## src/rtl/exec_pipeline.sv

```systemverilog
// exec_pipeline: parametrised execute pipeline wrapped around the combinational alu.
//
// The alu result plus all rename tags (ROB entry, dest/flag physical regs,
// arch dest mask) enter stage 0 on accept and march through STAGES register
// stages to writeback. Valid/ready back-pressure collapses bubbles: any empty
// stage keeps its upstream neighbour moving even when writeback is stalled.
//
// Ports:
//   clk, rst              clock, synchronous active-high reset
//   in_valid / in_ready   issue handshake (in_ready never depends on in_valid)
//   opcode, op_a_val, op_b_val, flags_val   alu operands
//   rob_entry, dest_reg, flag_reg, arch_dest_regs   tags carried alongside
//   flush                 kills everything in flight and the same-cycle input
//   out_valid / out_ready writeback handshake
//   *_out, result_val, result_flags   driven straight from the last stage
//
// Optional build macro EXEC_PIPE_PERF_EN adds saturating 16-bit counters
// perf_issued (accepted instructions) and perf_stall (cycles with
// in_valid && !in_ready). They clear on rst only.

// Combinational ALU.
//   f_out = {f_in[7:4], overflow, negative, zero, carry}
//   0 ADD, 1 ADC (carry in = f_in[0]), 2 SUB (carry = borrow), 3 AND, 4 OR,
//   5 XOR, 6 SHL by b[2:0], 7 SHR by b[2:0], 8 NOT a, 9 PASS b, others PASS a
module alu (
  input  logic [3:0] opcode,
  input  logic [7:0] a,
  input  logic [7:0] b,
  input  logic [7:0] f_in,
  output logic [7:0] q,
  output logic [7:0] f_out
);
  logic [8:0] wide;
  logic       c;
  logic       ov;

  always_comb begin
    wide = '0;
    q    = a;
    c    = 1'b0;
    ov   = 1'b0;
    case (opcode)
      4'h0: begin
        wide = {1'b0, a} + {1'b0, b};
        q    = wide[7:0];
        c    = wide[8];
        ov   = (a[7] == b[7]) && (q[7] != a[7]);
      end
      4'h1: begin
        wide = {1'b0, a} + {1'b0, b} + {8'd0, f_in[0]};
        q    = wide[7:0];
        c    = wide[8];
        ov   = (a[7] == b[7]) && (q[7] != a[7]);
      end
      4'h2: begin
        // Bit 8 of the 9-bit difference is the borrow.
        wide = {1'b0, a} - {1'b0, b};
        q    = wide[7:0];
        c    = wide[8];
        ov   = (a[7] != b[7]) && (q[7] != a[7]);
      end
      4'h3: q = a & b;
      4'h4: q = a | b;
      4'h5: q = a ^ b;
      4'h6: q = a << b[2:0];
      4'h7: q = a >> b[2:0];
      4'h8: q = ~a;
      4'h9: q = b;
      default: q = a;
    endcase
    f_out = {f_in[7:4], ov, q[7], (q == 8'd0), c};
  end
endmodule

module exec_pipeline #(
  parameter int STAGES = 2,
  parameter int ROB_W  = 5,
  parameter int PREG_W = 5,
  parameter int ARCH_W = 8
) (
  input  logic              clk,
  input  logic              rst,
  input  logic              in_valid,
  output logic              in_ready,
  input  logic [3:0]        opcode,
  input  logic [ROB_W-1:0]  rob_entry,
  input  logic [PREG_W-1:0] dest_reg,
  input  logic [PREG_W-1:0] flag_reg,
  input  logic [7:0]        op_a_val,
  input  logic [7:0]        op_b_val,
  input  logic [7:0]        flags_val,
  input  logic [ARCH_W-1:0] arch_dest_regs,
  input  logic              flush,
  output logic              out_valid,
  input  logic              out_ready,
  output logic [ROB_W-1:0]  rob_entry_out,
  output logic [PREG_W-1:0] dest_reg_out,
  output logic [PREG_W-1:0] flag_reg_out,
  output logic [7:0]        result_val,
  output logic [7:0]        result_flags,
  output logic [ARCH_W-1:0] arch_dest_regs_out
`ifdef EXEC_PIPE_PERF_EN
  ,
  output logic [15:0]       perf_issued,
  output logic [15:0]       perf_stall
`endif
);

  typedef struct packed {
    logic [ROB_W-1:0]  rob;
    logic [PREG_W-1:0] dest;
    logic [PREG_W-1:0] flag;
    logic [7:0]        q;
    logic [7:0]        f;
    logic [ARCH_W-1:0] arch;
  } payload_t;

  logic [7:0]        alu_q;
  logic [7:0]        alu_f;
  logic [STAGES-1:0] v_reg;
  logic [STAGES-1:0] adv;
  logic [STAGES-1:0] src_v;
  payload_t          pay_reg [STAGES];
  payload_t          src_p   [STAGES];
  logic              accept;

  alu u_alu (
    .opcode (opcode),
    .a      (op_a_val),
    .b      (op_b_val),
    .f_in   (flags_val),
    .q      (alu_q),
    .f_out  (alu_f)
  );

  // Advance chain, walked from writeback back to stage 0. A running term
  // keeps each stage's enable as "self empty, or everything below moves",
  // which is what lets a bubble anywhere pull the upstream stages forward.
  always_comb begin
    logic chain;
    chain = out_ready;
    adv   = '0;
    for (int i = STAGES - 1; i >= 0; i--) begin
      chain  = !v_reg[i] || chain;
      adv[i] = chain;
    end
  end

  assign in_ready = adv[0];
  assign accept   = in_valid && in_ready && !flush;

  for (genvar gi = 0; gi < STAGES; gi++) begin : g_stage
    if (gi == 0) begin : g_src_in
      assign src_v[gi] = accept;
      assign src_p[gi] = '{rob: rob_entry, dest: dest_reg, flag: flag_reg,
                           q: alu_q, f: alu_f, arch: arch_dest_regs};
    end else begin : g_src_prev
      assign src_v[gi] = v_reg[gi-1];
      assign src_p[gi] = pay_reg[gi-1];
    end

    // Payload only loads when a real instruction arrives, so after reset
    // the outputs stay at zero until the first result reaches the end.
    always_ff @(posedge clk) begin
      if (rst) begin
        v_reg[gi]   <= 1'b0;
        pay_reg[gi] <= '0;
      end else if (flush) begin
        v_reg[gi] <= 1'b0;
      end else if (adv[gi]) begin
        v_reg[gi] <= src_v[gi];
        if (src_v[gi]) begin
          pay_reg[gi] <= src_p[gi];
        end
      end
    end
  end

  assign out_valid          = v_reg[STAGES-1];
  assign rob_entry_out      = pay_reg[STAGES-1].rob;
  assign dest_reg_out       = pay_reg[STAGES-1].dest;
  assign flag_reg_out       = pay_reg[STAGES-1].flag;
  assign result_val         = pay_reg[STAGES-1].q;
  assign result_flags       = pay_reg[STAGES-1].f;
  assign arch_dest_regs_out = pay_reg[STAGES-1].arch;

`ifdef EXEC_PIPE_PERF_EN
  logic [15:0] perf_issued_reg;
  logic [15:0] perf_stall_reg;

  always_ff @(posedge clk) begin
    if (rst) begin
      perf_issued_reg <= '0;
      perf_stall_reg  <= '0;
    end else begin
      if (accept && (perf_issued_reg != 16'hFFFF)) begin
        perf_issued_reg <= perf_issued_reg + 16'd1;
      end
      if (in_valid && !in_ready && (perf_stall_reg != 16'hFFFF)) begin
        perf_stall_reg <= perf_stall_reg + 16'd1;
      end
    end
  end

  assign perf_issued = perf_issued_reg;
  assign perf_stall  = perf_stall_reg;
`else
  // Counters are not built in this configuration.
`endif

endmodule

```

## config.mk

```make
export PLATFORM = sky130hd
export DESIGN_NAME = exec_pipeline
export DESIGN_NICKNAME = d
export VERILOG_FILES = /design/src/rtl/exec_pipeline.sv
export SDC_FILE = /design/constraint.sdc
export NUM_CORES = 1
export LEC_CHECK = 0
export CAP_MARGIN = 30
export CORE_MARGIN = 3
export CORE_UTILIZATION = 50
export DETAILED_ROUTE_END_ITERATION = 8
export GPL_TIMING_DRIVEN = 0
export HOLD_SLACK_MARGIN = 0.15
export PLACE_DENSITY = 0.8
export SLEW_MARGIN = 20
export SYNTH_ARGS = -nofsm -noshare
export SYNTH_HDL_FRONTEND = slang
export SYNTH_SLANG_ARGS = --single-unit
```

## constraint.sdc

```tcl
create_clock -name clk -period 3.8 [get_ports clk]
set_input_delay 0.57 -clock clk [delete_from_list [all_inputs] [get_ports clk]]
set_output_delay 0.57 -clock clk [all_outputs]
set_load 0.005 [all_outputs]
```

# --- Word level (Yosys, flattened, before mapping) ---
# Memories as Yosys holds them, arrays and structs flattened.
# Index checks and enable logic that the tools add are counted.
totals:
  reg_bits: 2
  ram_bits: 78
  input_bits: 56
  output_inout_bits: 41
  elab_cells: 58
  n_memories: 1
classes:
  add_sub_neg: 3
  n_eq_ne: 14
  shifts: 2
  muxes: 17
  bitwise: 6
  n_reduce_logical: 13
mem_list:
  columns: ["name", "words", "word_bits", "rd", "rd_clocked_by_memory_dff", "wr", "line", "text"]
  rows:
  - ["pay_reg", 2, 39, 2, 0, 2, "123", "payload_t pay_reg [STAGES];"]
op_table:
  columns: ["op", "count"]
  rows:
  - ["$pmux W8 S10", 1]
  - ["$mux W39", 2]
  - ["$eq A4 B3 Y1 const B", 4]
  - ["$mux W1", 12]
  - ["$add A8 B8 Y9", 1]
  - ["$add A9 B1 Y9", 1]
  - ["$sub A8 B8 Y9", 1]
  - ["$and A8 B8 Y8", 1]
  - ["$eq A4 B2 Y1 const B", 2]
  - ["$eq A4 B4 Y1 const B", 2]
  - ["$logic_not A8 Y1", 1]
  - ["$not A8 Y8", 1]
  - ["$or A8 B8 Y8", 1]
  - ["$shl A8 B3 Y8", 1]
  - ["$shr A8 B3 Y8", 1]
  - ["$xor A8 B8 Y8", 1]
  - ["$pmux W1 S3", 2]
  - ["$logic_and A1 B1 Y1", 5]
  - ["$eq A4 B1 Y1 const B", 1]
  - ["$logic_not A4 Y1", 1]
  - ["$ne A1 B1 Y1", 4]
  - ["$logic_not A1 Y1", 3]
  - ["$logic_or A1 B1 Y1", 2]
  - ["$or A1 B1 Y1", 2]
  - ["2 further kinds", 2]

# --- Logic depth before layout (Yosys ltp) ---
depth:
  depth_word: 11
  mapped_depth: 13

# --- Cells and area by module ---
# A second synthesis with hierarchy kept.
unflattened:
  hier_cells: 588
  hier_area_um2: 6204.7
by_module_without_submodules:
  columns: ["module", "instances", "cells_per_inst", "area_each_um2"]
  rows:
  - ["exec_pipeline", 1, 235, 3592.2]
  - ["alu", 1, 353, 2612.5]

# --- Worst setup path before layout ---
# Ideal clock, no wire load.
synth_path:
  path_type: "in2reg"
  from: "input op_b_val[0]"
  to: "memory pay_reg[0][9] (netlist name) (data pin)"
  setup_ps: 170
  t_arrival_ps: 3196
  t_required_ps: 3630
  setup_slack_ps: 435
  cell_stages: 12
  path_buffers: 2
  cell_sequence: "buf_6 clkbuf_1 inv_1 ha_1 ha_1 a22oi_1 o31ai_1 a311o_1 o32ai_1 nand3b_1 or4_4 nor4_2"
synth_lines:
  columns: ["item", "line", "text"]
  rows:
  - ["from (decl)", "90", "input logic [7:0] op_b_val,"]
  - ["to (decl)", "123", null]

==> results.toml <==
[setup_path]
ff2ff_path_depth = 8
crit_type = "in2reg"
critPathLaunchType = "input port"
r2r_end = "pay_reg[0][9]$_SDFFCE_PN0P_"
rr_startpoint = "out_valid$_SDFFE_PP0P_"
worstPathArrival_ns = 3.93
crit_path_max_fanout = 19
reg2reg_slack_ns = 1.49
crit_required_ns = 3.96
critPathCaptureType = "flip-flop"

[global_routing]
antenna_found_initial = 0
globalRouteMet2Util = 0.4397
grt_pass1_vias = 4058
grt_use_met3 = 0.04455
met1_usage = 0.3396
top_usage_layer = "met2"
grt_use_total = 0.2585
grt_max_degree = 26
overflow = 0
grt_pass1_wl_um = 22380

[synth]
ys_seq_area_frac = 0.4551
synthCells = 487
synth_edf_count = 76
synth_top_flop_cell = "edfxtp_1"
ys_async_sr_fraction = 0
synth-seq-cells = 78
ys_warn_count = 0
ys_types = 67
syn_avg_cell_area_sq_um = 10.48
synth_area_sq_um = 5102
synth_nets = 572

[drt]
drtIter0Drc = 393
first_pass_iters = 5
vias_per_cell = 5.856
routed_wl_um = 14520
vias = 4304
wl_per_cell_um = 19.75
drtAntennaViolNets = 0
drc = 0

[cts]
cts_buffers = 9
clock_latency_ns = 0.34
cts.htree.levels = 3
root_buffer = "clkbuf_8"
path_clk_slew_ns = 0.08
ctsHoldBuffers = 0
cts.path.max_buffers = 2
tritoncts = "done"
cts_sinks = 78

[final_layout]
drive_above_1_share = 0.09801
fin_nets = 682
area_growth_syn_to_layout_pct = 28.67
diodes = 0
largest_register_ffs = 76
fill_cells = 787
instances_no_fill = 735

[die]
die_h_um = 107.0
pin_count = 97
start_util = 0.5173
core-area_sq_um = 9864
die_x_um = 107.0
rows = 36
design.die.area_sq_um = 11450

[min_path]
whs_path_depth = 1
holdCritPathClass = "reg2reg"
worstHoldStart = "pay_reg[0][34]$_SDFFCE_PN0P_"
min_to = "pay_reg[1][34]$_SDFFCE_PN0P_"

[pwr]
p_comb_frac = 0.239
seqPwrFrac = 0.494
p_sw_uw = 563.4
power.total_mw = 2.033
power.internal_mw = 1.470
p_leak_nw = 2.521
irDropWorstVdd_mv = 0.2022
p_per_area_nw_per_um2 = 309.7
swShare = 0.2771
power_frac_clock = 0.267

[timing]
rsz0062_at_grt = "false"
max_clock_freq_mhz = 265.6
clock_skew_ns = 0.01149
fin_crit_ns = 3.764
finalHoldViolations = 0
slew_headroom = 0.5094
finalSetupViolCount = 0
period_share = 0.9906
maxSlewViolCount = 0
worst_slew_pin_slew_ns = 0.7303

[place]
numPortBuffers = 93
dp_cells = 717
gp_congestion = 0.9814
dpl.hpwl_um = 11420

[outcome]
status = "completed"

[flow_run]
maxCapViolCount = 0
==> worst max path at each step <==
| stage | start | slack, ns | end | cells past startpoint |
|---|---|---|---|---|
| detailed placement | op_b_val[1] | -0.80 | pay_reg[0][10]$_SDFFCE_PN0P_ | 13 |
| global placement | op_b_val[0] | -0.78 | pay_reg[0][9]$_SDFFCE_PN0P_ | 13 |
| global route | op_b_val[1] | 0.009 | pay_reg[0][9]$_SDFFCE_PN0P_ | 11 |
| floorplan | op_b_val[0] | 0.43 | pay_reg[0][9]$_SDFFCE_PN0P_ | 12 |
| CTS | op_b_val[1] | 0.001 | pay_reg[0][9]$_SDFFCE_PN0P_ | 12 |
| finish | op_b_val[1] | 0.04 | pay_reg[0][9]$_SDFFCE_PN0P_ | 11 |
==> through the flow <==
step             util  setup TNS (ns)  cell area, sq um  setup slack, ns  hold WS [ns]
2_1_floorplan       -               0              5102           0.4347        0.4878
3_3_place_gp   0.6285          -17.97              6200          -0.7766        0.4990
3_5_place_dp   0.6365          -4.618              6279          -0.8010        0.5049
4_1_cts        0.6589               0              6500         0.001044        0.5158
5_1_grt        0.6655               0              6565         0.009248        0.5332
6_report       0.6655               0              6565          0.03557        0.5143
==> placed cells by master, fill, tap and decap left out, types with 4 or more instances in the layout <==
| cell type | count |
|---|---|
| a22oi_1 | 10 |
| edfxtp_1 | 76 |
| xnor2_1 | 4 |
| mux4_2 | 4 |
| nor2b_1 | 7 |
| buf_4 | 4 |
| o21a_1 | 6 |
| and2_1 | 72 |
| a31oi_1 | 4 |
| xor2_1 | 6 |
| clkdlybuf4s50_1 | 91 |
| nand3_1 | 6 |
| nor4_1 | 4 |
| nand2b_1 | 8 |
| o22ai_1 | 7 |
| ha_1 | 25 |
| clkbuf_1 | 15 |
| o21ai_0 | 20 |
| mux2i_1 | 4 |
| nand2_1 | 24 |
| a21oi_1 | 19 |
| mux4_1 | 4 |
| buf_2 | 7 |
| nor2_1 | 32 |
| clkbuf_8 | 10 |
| nor3_1 | 14 |
| inv_1 | 24 |
==> repair_timing <==
item | 4_1_cts | 5_1_grt
setup buffers | 2 | 1
endpoints found under the setup margin | 6 | 5
gates resized for setup | 7 | 16
pin swaps | 0 | 2
==> synthesized netlist by cell type (4+ instances only) <==
master	n	share of area
a21oi_1	20	0.020
a22oi_1	10	0.015
a31oi_1	4	0.0049
and2_1	72	0.088
buf_2	6	0.0059
clkbuf_1	17	0.013
edfxtp_1	76	0.45
ha_1	27	0.066
inv_1	25	0.018
mux2i_1	4	0.0078
mux4_1	4	0.021
mux4_2	4	0.018
nand2_1	24	0.018
nand2b_1	9	0.011
nand3_1	6	0.0059
nor2_1	32	0.024
nor2b_1	7	0.0086
nor3_1	16	0.016
nor4_1	4	0.0049
o21a_1	6	0.0088
o21ai_0	20	0.020
o22ai_1	7	0.0086
xnor2_1	6	0.010
xor2_1	7	0.012
==> worst max-delay path, cell delays in order <==
cell and delay, ns:
clkdlybuf4s50_1 0.58, buf_8 0.22, clkinvlp_4 0.19, fa_2 0.58, inv_1 0.06, ha_1 0.30, a211oi_1 0.39, a41oi_1 0.22
nand3b_1 0.20, or4_4 0.45, nor4_2 0.16
==> per-layer routing <==
| metal | wire [um] | vias to the layer above |
|---|---|---|
| li1 | - | 2005 |
| met3 | 951 | 22 |
| met2 | 7295 | 172 |
| met5 | 0 | - |
| met1 | 6001 | 2105 |
| met4 | 267 | 0 |
==> final cells by class <==
type	count	area, sq um	share of cell area
inverter	26	101.3	0.01544
buffer	25	123.9	0.01887
clock inverter	5	35.03	0.005336
timing repair buffer	101	1028	0.1567
tap	133	166.4	0.02535
sequential	78	2322	0.3537
multi-input combinational	356	2646	0.4031
clock buffer	11	141.4	0.02154
==> power groups by stage <==
stage | registers, mW | logic, mW | clock network [mW]
after floorplan | 1.03 | 0.256 | 0
after global placement | 1.02 | 0.437 | 0
after detailed placement | 1.02 | 0.456 | 0
after CTS | 1.00 | 0.466 | 0.560
after global routing | 1.01 | 0.522 | 0.597
final | 1.00 | 0.485 | 0.544
==> logic make-up (layout without fill, tap and decap cells) <==
group,count (synthesis),after routing,share of synthesized area
AO/OA/AOI/OAI,111,111,0.1503
XOR/XNOR,14,14,0.02673
adder cells (fa/ha/maj),29,29,0.07406
buffers and inverters,53,168,0.04267
flip-flops,78,78,0.4551
multiplexers,12,12,0.04610
AND/OR/NAND/NOR,190,190,0.2050
Power figures use the tool's default switching activity.
